File: config.mk
export PLATFORM = sky130hd
export DESIGN_NAME = mem_arbiter
export DESIGN_NICKNAME = d
export VERILOG_FILES = /design/src/rtl/mem_arbiter.sv
export SDC_FILE = /design/constraint.sdc
export NUM_CORES = 1
export LEC_CHECK = 0
export BUFFER_PORTS_ARGS = -buffer_cell sky130_fd_sc_hd__buf_2
export CORE_AREA = 2 2 117 119
export CTS_BUF_LIST = sky130_fd_sc_hd__clkbuf_4
export CTS_CLUSTER_DIAMETER = 40
export DETAILED_ROUTE_END_ITERATION = 12
export DIE_AREA = 0 0 119 121
export GPL_TIMING_DRIVEN = 0
export PLACE_DENSITY_LB_ADDON = 0.12
export SLEW_MARGIN = 20
export SYNTH_ARGS = -nofsm -noshare
export SYNTH_HDL_FRONTEND = slang
export SYNTH_SLANG_ARGS = --single-unit
File: constraint.sdc
create_clock -name clk -period 1.6 [get_ports clk]
set_input_delay 0 -clock clk [delete_from_list [all_inputs] [get_ports clk]]
set_output_delay 0 -clock clk [all_outputs]
set_load 0.1 [all_outputs]
File: src/rtl/mem_arbiter.sv
// Arbiter sharing one single-port synchronous memory between the CPU (fixed priority)
// and a DMA requester with starvation relief, locked bursts and tagged read return.
module mem_arbiter #(
   parameter int AW         = 32,
   parameter int DW         = 32,
   parameter int STARVE_MAX = 8,
   parameter int BURST_MAX  = 4
) (
   input  logic          clk,
   input  logic          rst,
   input  logic          cpu_req,
   input  logic          cpu_we,
   input  logic [AW-1:0] cpu_adr,
   input  logic [DW-1:0] cpu_wdata,
   output logic          cpu_stall,
   output logic          cpu_rvalid,
   output logic [DW-1:0] cpu_rdata,
   input  logic          dma_req,
   input  logic          dma_we,
   input  logic          dma_lock,
   input  logic [AW-1:0] dma_adr,
   input  logic [DW-1:0] dma_wdata,
   output logic          dma_gnt,
   output logic          dma_rvalid,
   output logic [DW-1:0] dma_rdata,
   output logic          mem_en,
   output logic          mem_we,
   output logic [AW-1:0] mem_adr,
   output logic [DW-1:0] mem_wdata,
   input  logic [DW-1:0] mem_rdata
);

   typedef enum logic {ARB, BURST} state_t;

   localparam logic [7:0] STARVE_LIM = 8'(STARVE_MAX);
   localparam logic [4:0] BURST_LIM  = 5'(BURST_MAX);

   state_t        state;
   logic [7:0]    starve_cnt;
   logic [3:0]    burst_cnt;
   logic          cpu_first;
   logic          cpu_gnt;
   logic          dma_sel;
   logic [4:0]    burst_next;
   logic          burst_hit;
   logic          tag_vld_p1;
   logic          tag_dma_p1;
   logic [DW-1:0] cpu_rdata_q;
   logic [DW-1:0] dma_rdata_q;

   // Grant decision: nothing is granted while reset is held.
   always_comb begin
      dma_sel = 1'b0;
      cpu_gnt = 1'b0;
      if (rst) begin
         if (state == BURST) begin
            dma_sel = dma_req;
            cpu_gnt = cpu_req && !dma_req;
         end else begin
            dma_sel = dma_req && (!cpu_req || (starve_cnt == STARVE_LIM && !cpu_first));
            cpu_gnt = cpu_req && !dma_sel;
         end
      end
   end

   assign dma_gnt   = dma_sel;
   assign cpu_stall = cpu_req && !cpu_gnt;

   always_comb begin
      mem_en    = cpu_gnt || dma_gnt;
      mem_we    = 1'b0;
      mem_adr   = '0;
      mem_wdata = '0;
      if (dma_gnt) begin
         mem_we    = dma_we;
         mem_adr   = dma_adr;
         mem_wdata = dma_wdata;
      end else if (cpu_gnt) begin
         mem_we    = cpu_we;
         mem_adr   = cpu_adr;
         mem_wdata = cpu_wdata;
      end
   end

   // Number of burst grants including the current one; a locked grant in ARB opens at 1.
   assign burst_next = (state == BURST) ? ({1'b0, burst_cnt} + 5'd1) : 5'd1;
   assign burst_hit  = (burst_next == BURST_LIM);

   always_ff @(posedge clk) begin
      if (!rst) begin
         state      <= ARB;
         starve_cnt <= '0;
         burst_cnt  <= '0;
         cpu_first  <= 1'b0;
      end else begin
         if (dma_gnt || !dma_req)
            starve_cnt <= '0;
         else if (starve_cnt != STARVE_LIM)
            starve_cnt <= starve_cnt + 8'd1;
         cpu_first <= 1'b0;
         case (state)
            ARB: begin
               if (dma_gnt && dma_lock) begin
                  if (burst_hit) begin
                     cpu_first <= 1'b1;
                  end else begin
                     state     <= BURST;
                     burst_cnt <= 4'd1;
                  end
               end
            end
            BURST: begin
               if (!dma_gnt) begin
                  state <= ARB;
               end else if (burst_hit) begin
                  state     <= ARB;
                  cpu_first <= 1'b1;
               end else if (!dma_lock) begin
                  state <= ARB;
               end else begin
                  burst_cnt <= burst_next[3:0];
               end
            end
            default: state <= ARB;
         endcase
      end
   end

   // Stage p1: owner tag of a read granted last cycle; memory data arrives now.
   always_ff @(posedge clk) begin
      if (!rst) begin
         tag_vld_p1 <= 1'b0;
         tag_dma_p1 <= 1'b0;
      end else begin
         tag_vld_p1 <= mem_en && !mem_we;
         tag_dma_p1 <= dma_gnt;
      end
   end

   assign cpu_rvalid = rst && tag_vld_p1 && !tag_dma_p1;
   assign dma_rvalid = rst && tag_vld_p1 && tag_dma_p1;

   always_ff @(posedge clk) begin
      if (!rst) begin
         cpu_rdata_q <= '0;
         dma_rdata_q <= '0;
      end else begin
         if (cpu_rvalid) cpu_rdata_q <= mem_rdata;
         if (dma_rvalid) dma_rdata_q <= mem_rdata;
      end
   end

   assign cpu_rdata = cpu_rvalid ? mem_rdata : cpu_rdata_q;
   assign dma_rdata = dma_rvalid ? mem_rdata : dma_rdata_q;

endmodule
### Word level (Yosys, flattened, before mapping)

Index checks and enable logic that the tools add are counted.

* add/sub/neg operators: 2
* eq/ne operators: 8
* multiplexer cells: 29
* bitwise gates (word level): 2
* reduce and logical (&&, ||, !) cells: 22

Operators with widths (number)
* $mux 32: 6
* $mux 4: 5
* $mux 1: 14
* $logic_and 1x1->1: 10
* $ne 2x2->1 const B: 5
* $add 8x1->8 const B: 1
* $eq 8x4->1 const B: 1
* $ne 8x4->1 const B: 1
* $pmux 4 s2: 1
* $logic_not 1->1: 7
* $add 4x1->5 const B: 1
* $eq 5x3->1 const B: 1
* $mux 5: 1
* $reduce_and 5->1: 1
* $pmux 1 s2: 2
* $logic_or 1x1->1: 3
* $not 1->1: 2
* $reduce_or 2->1: 1

* register bits: 80
* input bits: 167

### Logic depth before layout (Yosys ltp)

* depth in word-level cells: 12
* mapped depth: 8
* mapped depth without buffers: 7

### Least setup slack after synthesis

No wires, ideal clock.

* path kind: flip-flop to output port
* start: register starve_cnt[4]
* end: output port cpu_stall
* arrival time: 3.324 ns
* data required time: 1.600 ns
* setup slack: -1.724 ns
* cell stages (with the launch flop): 6
* path buffers: 0
* cell sequence: dfxtp_1 nor4_4 nand4b_1 nor2_1 o21ai_0 a21boi_0

* word-level cells in the longest chain between the ends: 10

RTL lines
* start, declared: RTL line 39 `logic [7:0] starve_cnt;`
* start signal, assigned: RTL line 99 `starve_cnt <= starve_cnt + 8'd1;`
* $eq 8x4->1: RTL line 60 `dma_sel = dma_req && (!cpu_req || (starve_cnt == STARVE_LIM && !cpu_first));`
* $logic_and 1x1->1: RTL line 60
* $logic_or 1x1->1: RTL line 60
* $logic_and 1x1->1: RTL line 60
* $logic_not 1->1: RTL line 61 `cpu_gnt = cpu_req && !dma_sel;`
* $logic_and 1x1->1: RTL line 61
* $mux 1: RTL line 56 `if (state == BURST) begin`
* $mux 1: RTL line 55 `if (rst) begin`
* $logic_not 1->1: RTL line 67 `assign cpu_stall = cpu_req && !cpu_gnt;`
* $logic_and 1x1->1: RTL line 67
* end, declared: RTL line 15 `output logic cpu_stall,`

Every way passes these cells.

### Final worst setup path

* start: register starve_cnt[0]
* end: output port mem_adr[10]

* word-level cells in the longest chain between the ends: 10
* elaborated cells on any way between the ends: 12
* classes of those cells: eq/ne (1); mux (6); reduce/logical (5)

RTL lines
* $eq 8x4->1 *: RTL line 60
* $logic_and 1x1->1 *: RTL line 60
* $logic_or 1x1->1 *: RTL line 60
* $logic_and 1x1->1 *: RTL line 60
* $logic_not 1->1: RTL line 61
* $logic_and 1x1->1: RTL line 61
* $mux 1: RTL line 56
* $mux 1: RTL line 55
* $mux 32: RTL line 78 `end else if (cpu_gnt) begin`
* $mux 32 *: RTL line 74 `if (dma_gnt) begin`
* end, declared: RTL line 28 `output logic [AW-1:0] mem_adr,`

Mark *: on every way between the ends. The rest lies on a longest branch, timed or not.

==> results_dict.tcl <==
set metrics [dict create \
    ys_dominant_reg_cell "sky130_fd_sc_hd__dfxtp_1" \
    synthesis.area_um2 3968 \
    number_of_iterations_in_the_first_detailed_routing_pass 4 \
    drtAntennaViolNets 0 \
    drive_above_1_share 0.7119 \
    p_sw_mw 2.991 \
    cts-htree-levels 3 \
    path_max_fanout 10 \
    timing_worst_setup_path_type "reg -> out" \
    synthesis.area_per_instance_um2 8.976 \
    finalSetupViolations 135 \
    number_of_flops_mapped_to_enable_cells_by_yosys 0 \
    post_drt_wl_per_cell_um 20.55 \
    hold_viol_final 0 \
    power.density_nw_per_um2 684.8 \
    syn_nets 612 \
    tritoncts "done" \
    async_flop_share 0 \
    core-area_um2 13090 \
    routed_via_density 4.826 \
    timing.critical_path.to_type "output pin" \
    power.share.combinational 0.519 \
    dp.final_hpwl_mm 13.39 \
    clock_sinks 80 \
    ff2ff_setup_slack_ps -240 \
    cts_buffer_depth 2 \
    synth_warnings 0 \
    synth_cells 442 \
    nFillCells 747 \
    critPathArrivalTime_ps 2280 \
    area_growth_syn_to_layout_pct 164.0 \
    tritoncts.num_buffers 9 \
    number_of_pins_exceeding_their_max_slew_limit_in_the_final_report 0 \
    max_slew.worst_pin.slew_ps 585.5 \
    drc 0 \
    initial_antenna_violation_count 7 \
    dieArea_um2 14400 \
    dp_cells 918 \
    grt_max_degree 14 \
    rsz0062_at_grt "true" \
    relative_slew_slack 0.6097 \
    grt_pass1_wl_mm 30.58 \
    share_seq_of_total_power 0.288 \
    violations "negative setup slack" \
    row_count 42 \
    via_count_of_the_routed_design 4937 \
    finish.cell_count_without_fillers 1023 \
    fin_crit_ps 2277 \
    fin_setup_tns_ps -53440 \
    fmax_ghz 0.4391 \
    dieWidth_um 119 \
    path_clk_slew_ps 120 \
    commonest_non_fill_non_tap_cell_in_the_layout "sky130_fd_sc_hd__buf_2" \
    drv.max_cap_violation_count 0 \
    starting_density_of_the_core 0.3032 \
    count_of_input_and_output_buffers 300 \
    layout_setup_ws_ps -677.5 \
    pwr-share-clk 0.193 \
    worstSetupStartpointType "register" \
    share_of_the_cycle_needed_by_the_critical_path_after_routing 1.423 \
    worst_skew_pair.late_latency_ps 430 \
    fin_worst_hold_slack_ps 32.59 \
    ys_ff_latch 80 \
    synth_cell_types 36 \
    run_status "complete, but fails checks" \
    grt_util_all_layers 0.2765 \
    finalInstanceArea_um2 10480 \
    dpl-instance-area_um2 6559 \
    peakVddDrop_mv 0.6428 \
    sw_frac_of_total 0.4169 \
    static-leakage-power_nw 5.014 \
    grt-ovfl-total 0 \
    wirelength_mm 21.02 \
    grt_pass1_vias 5413 \
    required_ps 1600 \
    type_of_the_most_critical_hold_path "in -> reg" \
    finalNetCount 1005 \
    layout_common_cells "sky130_fd_sc_hd__buf_2, sky130_fd_sc_hd__buf_12, sky130_fd_sc_hd__dfxtp_1" \
    internal_power_mw 4.183 \
    cts_root_buffer "sky130_fd_sc_hd__clkbuf_4" \
    drt_iter0_markers 176 \
    ios 301 \
    synth_seq_area_share 0.4037 \
    chipHeight_um 121 \
    worst_clock_skew_ps 14.14 \
    place_congestion 0.8842 \
]
[cell families (layout without fill, tap and decap cells)]
logic type                 after synthesis  after routing  share of synthesized area
adders and majority gates                3              3                   0.009462
other                                    0              7                          0
xor gates and xnor gates                 8              8                    0.01766
DFF                                     80             80                     0.4037
buffers and inverters                   36            434                    0.05298
muxes                                   32             32                    0.09082
and+or+nand+nor                        205            205                     0.2539
AOI/OAI and AO/OA                       78             78                     0.1716
[flip-flops by register name, summed over array words and instances (netlist names)]
register and count:
cpu_rdata_q 32, tag_dma_p1 1, dma_rdata_q 32, state 1, cpu_first 1, starve_cnt 8
tag_vld_p1 1, burst_cnt 4
[critical path, cell delays in order (launching register included)]
cell,delay [ps]
sky130_fd_sc_hd__dfxtp_2,360
sky130_fd_sc_hd__inv_2,50
sky130_fd_sc_hd__ha_4,150
sky130_fd_sc_hd__and4bb_2,230
sky130_fd_sc_hd__a21oi_4,150
sky130_fd_sc_hd__buf_6,120
sky130_fd_sc_hd__nor2_4,50
sky130_fd_sc_hd__buf_12,150
sky130_fd_sc_hd__buf_12,150
sky130_fd_sc_hd__a22o_4,270
sky130_fd_sc_hd__buf_12,170
[stage by stage]
step,setup WS (ps),power [mW],utilization
after floorplan,-202.5,4.106,-
after global placement,-614.1,4.622,0.5012
after detailed placement,-639.1,4.639,0.5012
after CTS,-740.2,7.029,0.7547
after global routing,-756.8,7.374,0.8004
final,-677.5,7.174,0.8006
[cell usage after synthesis (2+ instances only)]
master	number	share of area
sky130_fd_sc_hd__buf_2	12	0.015
sky130_fd_sc_hd__nand2_1	104	0.098
sky130_fd_sc_hd__nor2_1	13	0.012
sky130_fd_sc_hd__ha_1	3	0.0095
sky130_fd_sc_hd__o21ai_0	2	0.0025
sky130_fd_sc_hd__a21oi_1	2	0.0025
sky130_fd_sc_hd__xnor2_1	5	0.011
sky130_fd_sc_hd__nor2b_1	2	0.0032
sky130_fd_sc_hd__nor3_1	3	0.0038
sky130_fd_sc_hd__a22o_1	65	0.14
sky130_fd_sc_hd__mux2_2	32	0.091
sky130_fd_sc_hd__inv_1	5	0.0047
sky130_fd_sc_hd__and3_1	3	0.0047
sky130_fd_sc_hd__xor2_1	3	0.0066
sky130_fd_sc_hd__buf_6	8	0.023
sky130_fd_sc_hd__o21a_1	2	0.0038
sky130_fd_sc_hd__nand3_1	6	0.0076
sky130_fd_sc_hd__nand2b_1	2	0.0032
sky130_fd_sc_hd__and2_1	64	0.10
sky130_fd_sc_hd__dfxtp_1	80	0.40
sky130_fd_sc_hd__clkbuf_1	11	0.010
[timing repair]
item / CTS / global route
cloned: 10 / 1
gates resized for setup: 634 / 145
pin swaps: 34 / 70
hold endpoints to repair: 67 / 0
hold buffers: 37 / 0
setup buffers: 27 / 18
setup endpoints to repair: 152 / 142
[power groups by stage]
stage | Sequential, mW | Combinational [mW] | Clock (mW)
global route | 2.07 | 3.81 | 1.49
floorplan | 2.09 | 2.01 | 0
global placement | 2.10 | 2.53 | 0
finish | 2.07 | 3.72 | 1.39
CTS | 2.06 | 3.56 | 1.41
detailed placement | 2.10 | 2.54 | 0
[layer usage]
| layer | track usage | share of wire |
|---|---|---|
| met1 | 0.2902 | 0.36 |
| met2 | 0.5079 | 0.53 |
| met3 | 0.07848 | 0.068 |
| met4 | 0.1317 | 0.044 |
| met5 | 0 | 0 |
[path summary, 6_finish.rpt]
path / start / endpoint / depth (start not counted)
max: starve_cnt[0]$_SDFFE_PP0P_ / mem_adr[10] / 10
max reg2reg: starve_cnt[0]$_SDFFE_PP0P_ / tag_vld_p1$_SDFF_PN0_ / 10
min reg2reg: burst_cnt[3]$_SDFFE_PN0P_ / burst_cnt[3]$_SDFFE_PN0P_ / 2
min: dma_req / tag_vld_p1$_SDFF_PN0_ / 3
[area by class of cell]
class                   instances  area (um2)  area share
diodes                          7       17.52    0.001672
repair buffers                386        4546      0.4339
clock inverters                 6       83.83    0.008002
well taps                     176       220.2     0.02102
plain buffers                  27       396.6     0.03786
multi-input cells             326        3497      0.3338
clock buffers                  10       75.07    0.007166
flip-flops and latches         80        1609      0.1536
inverters                       5       31.28    0.002986
No activity file was read; power rests on OpenSTA's default activity.
